`config.mk`:
```
export PLATFORM = sky130hd
export DESIGN_NAME = serial_pipe_ctrl
export DESIGN_NICKNAME = d
export VERILOG_FILES = /design/src/rtl/serial_pipe_ctrl.sv
export SDC_FILE = /design/constraint.sdc
export NUM_CORES = 1
export LEC_CHECK = 0
export CAP_MARGIN = 20
export CELL_PAD_IN_SITES_DETAIL_PLACEMENT = 1
export CELL_PAD_IN_SITES_GLOBAL_PLACEMENT = 2
export CORE_UTILIZATION = 29
export CTS_BUF_LIST = sky130_fd_sc_hd__clkbuf_8 sky130_fd_sc_hd__clkbuf_16
export CTS_CLUSTER_DIAMETER = 50
export CTS_CLUSTER_SIZE = 25
export DETAILED_ROUTE_END_ITERATION = 16
export PLACE_DENSITY_LB_ADDON = 0.12
export SLEW_MARGIN = 20
export SYNTH_ARGS = -nofsm -noshare
export SYNTH_HDL_FRONTEND = slang
export SYNTH_SLANG_ARGS = --single-unit
export TNS_END_PERCENT = 5
```
`constraint.sdc`:
```
create_clock -name clk -period 3.5 [get_ports clk]
set_input_delay 0.525 -clock clk [delete_from_list [all_inputs] [get_ports clk]]
set_output_delay 0.525 -clock clk [all_outputs]
set_load 0.005 [all_outputs]
```
`src/rtl/serial_pipe_ctrl.sv`:
```
// serial_pipe_ctrl: sequencer for SIPO -> adder -> PISO, with a SUM watchdog built only when SERIAL_CTRL_TIMEOUT_EN is defined
module serial_pipe_ctrl #(
  parameter int N_OPS = 2,
  parameter int PISO_BITS = 8,
  parameter int TIMEOUT = 16
) (
  input  logic       clk,
  input  logic       rst,
  input  logic       sipo_enable,
  input  logic       sum_ready,
  input  logic       err_clr,
  output logic       sum_enable,
  output logic       piso_enable,
  output logic       shift_active,
  output logic       busy,
  output logic       done,
  output logic       err,
  output logic [2:0] state_o
);
  localparam int WW = $clog2(N_OPS) + 1;
  localparam int BW = $clog2(PISO_BITS) + 1;
  localparam logic [WW-1:0] W_LAST = WW'(N_OPS - 1);
  localparam logic [BW-1:0] B_LAST = BW'(PISO_BITS - 1);
  localparam logic [2:0] IDLE = 3'd0, LOAD = 3'd1, GAP = 3'd2, SUM = 3'd3,
                         OUT = 3'd4, SHIFT = 3'd5, RETURN = 3'd6, ERR = 3'd7;
  logic [2:0] state_q, state_d;
  logic [WW-1:0] word_cnt_q, word_cnt_d;
  logic [BW-1:0] bit_cnt_q, bit_cnt_d;
  logic tmo_hit;
`ifdef SERIAL_CTRL_TIMEOUT_EN
  localparam int TW = $clog2(TIMEOUT) + 1;
  logic [TW-1:0] tmo_cnt_q, tmo_cnt_d;
  assign tmo_hit = tmo_cnt_q == TW'(TIMEOUT - 1);
  // Held at zero outside SUM, so every SUM entry starts a fresh count
  always_comb tmo_cnt_d = (state_q == SUM && !sum_ready) ? tmo_cnt_q + 1'b1 : '0;
  always_ff @(posedge clk or posedge rst)
    if (rst) tmo_cnt_q <= '0;
    else tmo_cnt_q <= tmo_cnt_d;
  assign err = state_q == ERR;
`else
  assign tmo_hit = 1'b0;
  assign err = 1'b0;
`endif
  always_comb begin
    state_d = state_q;
    word_cnt_d = word_cnt_q;
    bit_cnt_d = bit_cnt_q;
    case (state_q)
      IDLE: begin
        word_cnt_d = '0;
        state_d = sipo_enable ? LOAD : IDLE;
      end
      LOAD:
        if (!sipo_enable) begin
          state_d = (word_cnt_q == W_LAST) ? SUM : GAP;
          word_cnt_d = (word_cnt_q == W_LAST) ? word_cnt_q : word_cnt_q + 1'b1;
        end
      GAP: state_d = sipo_enable ? LOAD : GAP;
      SUM: state_d = sum_ready ? OUT : (tmo_hit ? ERR : SUM);
      OUT: begin
        state_d = SHIFT;
        bit_cnt_d = '0;
      end
      SHIFT: begin
        bit_cnt_d = bit_cnt_q + 1'b1;
        state_d = (bit_cnt_q == B_LAST) ? RETURN : SHIFT;
      end
      RETURN: state_d = IDLE;
      default: state_d = err_clr ? IDLE : ERR;
    endcase
  end
  always_ff @(posedge clk or posedge rst)
    if (rst) begin
      state_q <= IDLE;
      word_cnt_q <= '0;
      bit_cnt_q <= '0;
    end else begin
      state_q <= state_d;
      word_cnt_q <= word_cnt_d;
      bit_cnt_q <= bit_cnt_d;
    end
  assign sum_enable = state_q == SUM;
  assign piso_enable = state_q == OUT;
  assign shift_active = state_q == SHIFT;
  assign done = state_q == RETURN;
  assign busy = state_q != IDLE && state_q != ERR;
  assign state_o = state_q;
endmodule

```
==> results of run 1 <==
-- logic make-up (layout without fill, tap and decap cells) --
family | Yosys count | count (layout) | share of synthesized area
other | 1 | 1 | 0.00626
flip-flops | 9 | 9 | 0.376
AO/OA/AOI/OAI | 18 | 18 | 0.196
buffers and inverters | 10 | 20 | 0.0939
AND/OR/NAND/NOR | 28 | 28 | 0.267
adder cells (fa/ha/maj) | 2 | 2 | 0.0417
multiplexers | 1 | 1 | 0.0188
-- worst min path at each step --
stage,from,endpoint,slack (ns),cells past startpoint
after floorplan,rst,bit_cnt_q[0]$_DFFE_PP0P_,0.35,1
after global placement,bit_cnt_q[1]$_DFFE_PP0P_,bit_cnt_q[1]$_DFFE_PP0P_,0.50,2
after detailed placement,bit_cnt_q[1]$_DFFE_PP0P_,bit_cnt_q[1]$_DFFE_PP0P_,0.51,2
after CTS,bit_cnt_q[1]$_DFFE_PP0P_,bit_cnt_q[1]$_DFFE_PP0P_,0.52,2
after global routing,word_cnt_q[1]$_DFFE_PP0P_,word_cnt_q[1]$_DFFE_PP0P_,0.55,1
final,bit_cnt_q[1]$_DFFE_PP0P_,bit_cnt_q[1]$_DFFE_PP0P_,0.51,2
-- synth_stat cells, drive strengths merged, types with 2 or more instances --
cell type  instances
ha                 2
nand2b             2
inv                4
nand3              2
buf                6
o21ai              8
dfrtp              9
nor2b              2
nor2               4
a21oi              3
and3b              2
nand2              8
nor3               2
-- state kept, by name (all words and copies together) (netlist names) --
register    count
word_cnt_q      2
state_o         3
bit_cnt_q       4
-- area by class of cell --
cell class / count / area (sq um)
fill: 265 / 1200
timing repair buffer: 12 / 120
sequential: 9 / 225
tap: 27 / 33.8
clock inverter: 1 / 3.75
multi-input combinational: 50 / 318
inverter: 4 / 15.0
clock buffer: 3 / 41.3
-- layer usage --
metal  vias up  global-route usage  part of all wire
met4         0               0.103             0.027
li1        259                   -                 -
met5         -                   0                 0
met1       244               0.181              0.52
met3         5              0.0604             0.055
met2        13               0.159              0.40
-- report_power, final --
group	switching [W]	leakage, nW	internal (W)	total, W
clock	0.0000458	0.0269	0.0000768	0.000123
sequential	0.0000848	0.113	0.000146	0.000231
combinational	0.000114	0.204	0.000163	0.000276
-- per-stage QoR --
stage | hold WS (ns) | utilization | instance area (sq um) | std cells
6_report | 0.513 | 0.386 | 757 | 106
5_1_grt | 0.549 | 0.386 | 757 | 106
4_1_cts | 0.519 | 0.386 | 757 | 106
3_5_place_dp | 0.508 | 0.363 | 712 | 102
3_3_place_gp | 0.501 | 0.363 | 712 | 102
2_1_floorplan | 0.353 | - | 599 | 69
-- critical path: cells and delay by family (launching register included) --
family	cells	cell delay, ns
buffers and inverters	1	0.51
DFF	1	0.56
and+or+nand+nor	2	0.45
==> flow_summary.json, run 1 <==
{
  "via_count": 521,
  "cts_tree": "yes",
  "setup_tns_ns": 0,
  "io_buffers": 12,
  "detail-route-antenna-nets": 0,
  "viasPerCell": 4.92,
  "cts_resized": 0,
  "peakVddDrop_mv": 0.273,
  "clk_pin_slew_worst_paths_ns": 0.05,
  "cp_slowest_stage_delay_ns": 0.56,
  "reg2reg_from": "state_o[1]$_DFFE_PP0P_",
  "die_area_sq_mm": 0.00225,
  "hold_path.class": "reg2reg",
  "status": "finished, final reports clean",
  "period_needed_ns": 2.29,
  "grt_pass1_vias": 422,
  "ys_seq_area_frac": 0.376,
  "final_common_cell": "clkdlybuf4s50_1",
  "clock_path_buffers": 2,
  "ys_top_cells_by_area": "dfrtp_1 38%, o21ai_0 5.8%, nand2_1 5.0%",
  "final.setup.worst_slack_ns": 1.21,
  "grt_overflow": 0,
  "critPathLaunch": "state_o[2]$_DFFE_PP0P_",
  "timing.fmax_mhz": 436,
  "setup_viol": 0,
  "crit_chain": "nand2b_1 > nor2_1 > clkdlybuf4s50_1",
  "netlist.top_cell.by_area": "dfrtp_1",
  "final_nets": 87,
  "post_drt_wl_per_cell_um": 12.4,
  "final_layout_size_suffix_gt1_frac": 0.114,
  "root_buffer": "clkbuf_8",
  "reg2reg_slack_ns": 2.00,
  "synth_seq_cells": 9,
  "crit_path_end_kind": "primary output",
  "power.density_mw_per_mm2": 832,
  "synth.avg_cell_area_sq_um": 8.69,
  "initial_utilization": 0.305,
  "yosys.area.top_type_share": 0.376,
  "postCtsHoldBufs": 0,
  "synth_flop_cell": "dfrtp_1",
  "path_max_fanout": 14,
  "grt.total_usage": 0.133,
  "place_ws_ns": 1.48,
  "grt_pass1_wl_mm": 1.95,
  "antenna_found_initial": 0,
  "firstDrtPassIters": 4,
  "slew_headroom": 0.651,
  "area_growth_pct": 26.3,
  "ioPinCount": 14,
  "worstPathRequired_ns": 2.97,
  "slowest_stage": "dfrtp_1",
  "chipWidth_um": 47.5,
  "rows": 16,
  "async_flop_share": 1.00,
  "hold_viol": 0,
  "cp.arrival_ns": 1.77,
  "fin_worst_skew_ns": 0.00621,
  "drc": 0,
  "cts_max_level": 1,
  "finalCritPeriodShare": 0.655,
  "place.gp.congestion": 0.643,
  "reg2reg_to": "state_o[0]$_DFFE_PP0P_",
  "cellLeakagePower_nw": 0.344,
  "finalPower_w": 0.000630,
  "syn_nets": 76,
  "netlist_instances": 69,
  "numCtsBuffers": 3,
  "dp_hpwl_um": 912,
  "post_cts_buffers": 0,
  "crit_end": "piso_enable",
  "finalMaxSlewViolations": 0,
  "synth_area_sq_um": 599,
  "synthDistinctLibCells": 31,
  "cap_viol_max_count": 0,
  "synth-edff-count": 0,
  "core_sq_mm": 0.00196,
  "reg2regPathDepth": 3,
  "fp.dieH_um": 47.5,
  "clkSinkCount": 9,
  "yosysWarnings": 0,
  "drtIter0Drc": 4,
  "grt_max_degree": 20,
  "tightest_slew_ns": 0.524,
  "worstSetupPathType": "reg2out",
  "start_kind": "flop",
  "final_cell_mix": "12 x clkdlybuf4s50_1, 9 x dfrtp_1, 8 x nand2_1, 7 x o21ai_0, 5 x inv_1",
  "rsz0062_at_grt": "no",
  "antenna_cells": 0,
  "insertion_delay_ns": 0.24,
  "wirelength_mm": 1.32
}
Note: power is estimated with default switching activity, not from simulation.
==> run 2: changes to the inputs <==
--- a/config.mk
+++ b/config.mk
@@ -8,7 +8,7 @@
 export CAP_MARGIN = 20
 export CELL_PAD_IN_SITES_DETAIL_PLACEMENT = 1
 export CELL_PAD_IN_SITES_GLOBAL_PLACEMENT = 2
-export CORE_UTILIZATION = 29
+export CORE_UTILIZATION = 27
 export CTS_BUF_LIST = sky130_fd_sc_hd__clkbuf_8 sky130_fd_sc_hd__clkbuf_16
 export CTS_CLUSTER_DIAMETER = 50
 export CTS_CLUSTER_SIZE = 25
==> constraint.sdc (replaced) <==
create_clock -name clk -period 2.2 [get_ports clk]
set_input_delay 0.33 -clock clk [delete_from_list [all_inputs] [get_ports clk]]
set_output_delay 0.33 -clock clk [all_outputs]
set_load 0.005 [all_outputs]
==> flow_summary.json, run 2 (same netlist as run 1, synthesis figures left out) <==
{
  "switchingPower_w": 0.000395,
  "cp_slowest_stage_delay_ns": 0.50,
  "post_cts_buffers": 0,
  "crit_chain": "and3_2 > nor2_1 > clkdlybuf4s50_1",
  "grt_pass1_wl_mm": 2.58,
  "final_common_cell": "clkdlybuf4s50_1",
  "initial_utilization": 0.296,
  "fin_util": 0.382,
  "cp.arrival_ns": 1.58,
  "dpl_cell_area_sq_um": 727,
  "switching_share": 0.383,
  "cap_viol_max_count": 0,
  "stdcell_area_sq_um": 772,
  "rows": 16,
  "grt.total_usage": 0.140,
  "wirelength_mm": 1.43,
  "grt_max_degree": 15,
  "final_nets": 89,
  "clkSinkCount": 9,
  "postCtsHoldBufs": 0,
  "cts_tree": "yes",
  "post_drt_wl_per_cell_um": 13.3,
  "chipWidth_um": 49.1,
  "final_layout_size_suffix_gt1_frac": 0.136,
  "drtIter0Drc": 10,
  "clk_pin_slew_worst_paths_ns": 0.05,
  "clock_path_buffers": 2,
  "period_needed_ns": 1.91,
  "worstSetupPathType": "reg2out",
  "cts_max_level": 1,
  "grt_overflow": 0,
  "power.density_mw_per_mm2": 1340,
  "ioPinCount": 14,
  "path_max_fanout": 14,
  "insertion_delay_ns": 0.23,
  "largest_reg_flops": 4,
  "antenna_cells": 0,
  "fp.dieH_um": 49.1,
  "final.setup.worst_slack_ns": 0.286,
  "place_ws_ns": 0.528,
  "area_growth_pct": 28.8,
  "io_buffers": 12,
  "dp_hpwl_mm": 1.08,
  "core_sq_mm": 0.00202,
  "slowest_stage": "dfrtp_1",
  "finalMaxSlewViolations": 0,
  "grt_pass1_vias": 572,
  "setup_viol": 0,
  "cellLeakagePower_nw": 0.353,
  "finalPower_w": 0.00103,
  "root_buffer": "clkbuf_8",
  "p_seq_frac": 0.329,
  "status": "finished, final reports clean",
  "firstDrtPassIters": 4,
  "rsz0062_at_grt": "no",
  "viasPerCell": 5.04,
  "worstPathRequired_ns": 1.87,
  "clkPwrFrac": 0.181,
  "cts_resized": 0,
  "peakVddDrop_mv": 0.561,
  "intPower_w": 0.000638,
  "drc": 0,
  "start_kind": "flop",
  "hold_viol": 0,
  "finalCritPeriodShare": 0.870,
  "via_count": 544,
  "crit_path_end_kind": "primary output",
  "hold_path.class": "in2async",
  "die_area_sq_mm": 0.00241,
  "detail-route-antenna-nets": 0,
  "place.gp.congestion": 0.746,
  "timing.fmax_mhz": 522,
  "antenna_found_initial": 0,
  "regMostFlops": "bit_cnt_q",
  "combinationalPowerShare": 0.490,
  "setup_tns_ns": 0,
  "numCtsBuffers": 3,
  "fin_worst_skew_ns": 0.00174,
  "fillers": 243,
  "final_cell_mix": "12 x clkdlybuf4s50_1, 9 x dfrtp_1, 8 x nand2_1, 7 x o21ai_0, 5 x inv_1"
}
run 2: changes by cell type in the layout (fill, tap and decap cells not counted):
cell | before | now
buf_4 | 0 | 2
run 2: area by class of cell:
type / count / area (sq um) / area share
Clock inverter: 1 / 3.75 / 0.00486
Sequential cell: 9 / 225 / 0.292
Tap cell: 27 / 33.8 / 0.0438
Clock buffer: 3 / 41.3 / 0.0535
Multi-Input combinational cell: 50 / 318 / 0.412
Inverter: 4 / 15.0 / 0.0194
Timing Repair Buffer: 14 / 135 / 0.175
run 2: layer usage:
layer	GRT usage	share of wire	routed length, um
met1	0.158	0.44	632
met3	0.0312	0.028	40
met4	0.0735	0.0091	13
met5	0	0	0
met2	0.244	0.52	745
run 2: power groups by stage:
stage | sequential, W | combinational [W] | clock (W)
global route | 0.000356 | 0.000569 | 0.000206
finish | 0.000340 | 0.000506 | 0.000187
detailed placement | 0.000341 | 0.000512 | 0
CTS | 0.000341 | 0.000516 | 0.000196
global placement | 0.000339 | 0.000500 | 0
floorplan | 0.000285 | 0.000374 | 0
run 2: per-stage QoR:
stage,instances,hold WS [ns]
floorplan,69,0.158
global placement,104,0.492
detailed placement,104,0.506
CTS,108,0.381
global route,108,0.420
finish,108,0.363
run 2: final timing paths:
check                                    startpoint                        end  slack (ns)  cells past startpoint
hold reg to reg            bit_cnt_q[1]$_DFFE_PP0P_   bit_cnt_q[1]$_DFFE_PP0P_        0.52                      2
setup reg to reg             state_o[1]$_DFFE_PP0P_     state_o[0]$_DFFE_PP0P_        0.82                      4
min in group clk           bit_cnt_q[1]$_DFFE_PP0P_   bit_cnt_q[1]$_DFFE_PP0P_        0.52                      2
hold / removal                                  rst   bit_cnt_q[3]$_DFFE_PP0P_        0.36                      2
max in group asynchronous                       rst  word_cnt_q[1]$_DFFE_PP0P_        1.58                      2
setup / recovery             state_o[2]$_DFFE_PP0P_                       busy        0.29                      3
run 2: worst max-delay path: cells and delay by family (launching register included):
kind	cells	cell delay, ns
simple gates	2	0.35
buf+inv	1	0.50
flops	1	0.50
==> run 3: changes to the inputs <==
--- a/config.mk
+++ b/config.mk
@@ -8,7 +8,7 @@
 export CAP_MARGIN = 20
 export CELL_PAD_IN_SITES_DETAIL_PLACEMENT = 1
 export CELL_PAD_IN_SITES_GLOBAL_PLACEMENT = 2
-export CORE_UTILIZATION = 27
+export CORE_UTILIZATION = 29
 export CTS_BUF_LIST = sky130_fd_sc_hd__clkbuf_8 sky130_fd_sc_hd__clkbuf_16
 export CTS_CLUSTER_DIAMETER = 50
 export CTS_CLUSTER_SIZE = 25
==> constraint.sdc (replaced) <==
create_clock -name clk -period 2.4 [get_ports clk]
set_input_delay 0.36 -clock clk [delete_from_list [all_inputs] [get_ports clk]]
set_output_delay 0.36 -clock clk [all_outputs]
set_load 0.005 [all_outputs]
==> flow_summary.json, run 3 (same netlist as run 1, synthesis figures left out) <==
{
  "final_layout_size_suffix_gt1_frac": 0.125,
  "cellLeakagePower_nw": 0.348,
  "grt.total_usage": 0.145,
  "clk_pin_slew_worst_paths_ns": 0.05,
  "dp_hpwl_um": 974,
  "via_count": 526,
  "met1_usage": 0.203,
  "cts_max_level": 1,
  "clock_path_buffers": 2,
  "place_ws_ns": 0.552,
  "finalCritPeriodShare": 0.876,
  "reg2reg_from": "state_o[1]$_DFFE_PP0P_",
  "hold_path.class": "in2async",
  "cts_resized": 0,
  "grt_max_degree": 15,
  "chipWidth_um": 47.5,
  "period_needed_ns": 2.10,
  "postCtsHoldBufs": 0,
  "cp.arrival_ns": 1.74,
  "hold_viol": 0,
  "fp.dieH_um": 47.5,
  "wirelength_mm": 1.34,
  "post_cts_buffers": 0,
  "power.density_mw_per_mm2": 1220,
  "worstPathRequired_ns": 2.04,
  "final_cell_mix": "12 x clkdlybuf4s50_1, 9 x dfrtp_1, 8 x nand2_1, 7 x o21ai_0, 5 x inv_1",
  "die_area_sq_mm": 0.00225,
  "critPathLaunch": "state_o[2]$_DFFE_PP0P_",
  "final.setup.worst_slack_ns": 0.297,
  "grt.busiest_layer": "met2",
  "antenna_cells": 0,
  "setup_tns_ns": 0,
  "numCtsBuffers": 3,
  "firstDrtPassIters": 2,
  "reg2regPathDepth": 3,
  "p_seq_frac": 0.341,
  "ioPinCount": 14,
  "grt_pass1_wl_mm": 2.27,
  "place.gp.congestion": 0.633,
  "cts_tree": "yes",
  "root_buffer": "clkbuf_8",
  "clkSinkCount": 9,
  "drc": 0,
  "post_drt_wl_per_cell_um": 12.5,
  "detail-route-antenna-nets": 0,
  "rows": 16,
  "reg2reg_to": "state_o[0]$_DFFE_PP0P_",
  "worstSetupPathType": "reg2out",
  "fin_worst_skew_ns": 0.00249,
  "reg2reg_slack_ns": 0.95,
  "start_kind": "flop",
  "grt_overflow": 0,
  "final_nets": 88,
  "intPower_w": 0.000574,
  "final_common_cell": "clkdlybuf4s50_1",
  "grt_util_met3": 0.0717,
  "antenna_found_initial": 0,
  "finalMaxSlewViolations": 0,
  "area_growth_pct": 27.6,
  "insertion_delay_ns": 0.23,
  "regMostFlops": "bit_cnt_q",
  "cap_viol_max_count": 0,
  "switching_share": 0.383,
  "core_sq_mm": 0.00196,
  "drtIter0Drc": 8,
  "viasPerCell": 4.92,
  "peakVddDrop_mv": 0.462,
  "path_max_fanout": 14,
  "largest_reg_flops": 4,
  "status": "finished, final reports clean",
  "timing.fmax_mhz": 476,
  "switchingPower_w": 0.000356,
  "setup_viol": 0,
  "crit_path_end_kind": "primary output",
  "clkPwrFrac": 0.185,
  "rsz0062_at_grt": "no",
  "grt_pass1_vias": 510,
  "combinationalPowerShare": 0.474,
  "io_buffers": 12,
  "crit_end": "piso_enable",
  "initial_utilization": 0.305,
  "grt_use_met2": 0.216
}
==> run 3: changes by cell type in the layout (fill, tap and decap cells not counted), sizes merged <==
cell  before  now
buf        2    1
==> run 3: metal layers <==
layer | share of wire | vias to the layer above
met5 | 0 | -
met4 | 0 | 0
met3 | 0.061 | 0
met2 | 0.40 | 12
met1 | 0.54 | 253
li1 | - | 261
==> run 3: how the worst min path moves through the flow <==
stage / start / end / cells past startpoint
2_1_floorplan: rst / bit_cnt_q[0]$_DFFE_PP0P_ / 1
3_3_place_gp: bit_cnt_q[1]$_DFFE_PP0P_ / bit_cnt_q[1]$_DFFE_PP0P_ / 2
3_5_place_dp: bit_cnt_q[1]$_DFFE_PP0P_ / bit_cnt_q[1]$_DFFE_PP0P_ / 2
4_1_cts: rst / state_o[1]$_DFFE_PP0P_ / 2
5_1_grt: rst / state_o[1]$_DFFE_PP0P_ / 2
6_report: rst / state_o[1]$_DFFE_PP0P_ / 2
==> run 3: power groups by stage <==
stage	Combinational [W]	Sequential, W	Clock, W
floorplan	0.000343	0.000261	0
global placement	0.000441	0.000317	0
detailed placement	0.000447	0.000319	0
CTS	0.000449	0.000319	0.000176
global route	0.000500	0.000334	0.000188
finish	0.000440	0.000318	0.000172
==> run 3: stage by stage <==
step	power (W)	util	hold slack, ns	area [sq um]	instances
after floorplan	0.000603	-	0.188	599	69
after global placement	0.000759	0.367	0.501	719	103
after detailed placement	0.000766	0.367	0.515	719	103
after CTS	0.000944	0.390	0.413	764	107
after global routing	0.00102	0.390	0.450	764	107
final	0.000930	0.390	0.393	764	107
==> run 3: cell type report <==
type | instances | area, sq um
flip-flops and latches | 9 | 225
fillers | 244 | 1200
clock buffers | 3 | 41.3
repair buffers | 13 | 128
multi-input cells | 50 | 318
well taps | 27 | 33.8
inverters | 4 | 15.0
clock inverters | 1 | 3.75
==> run 3: worst max-delay path, stage by stage, from the launching register on <==
cell and delay (ns):
dfrtp_1 0.57, nand2b_1 0.28, nor2_1 0.15, clkdlybuf4s50_1 0.51
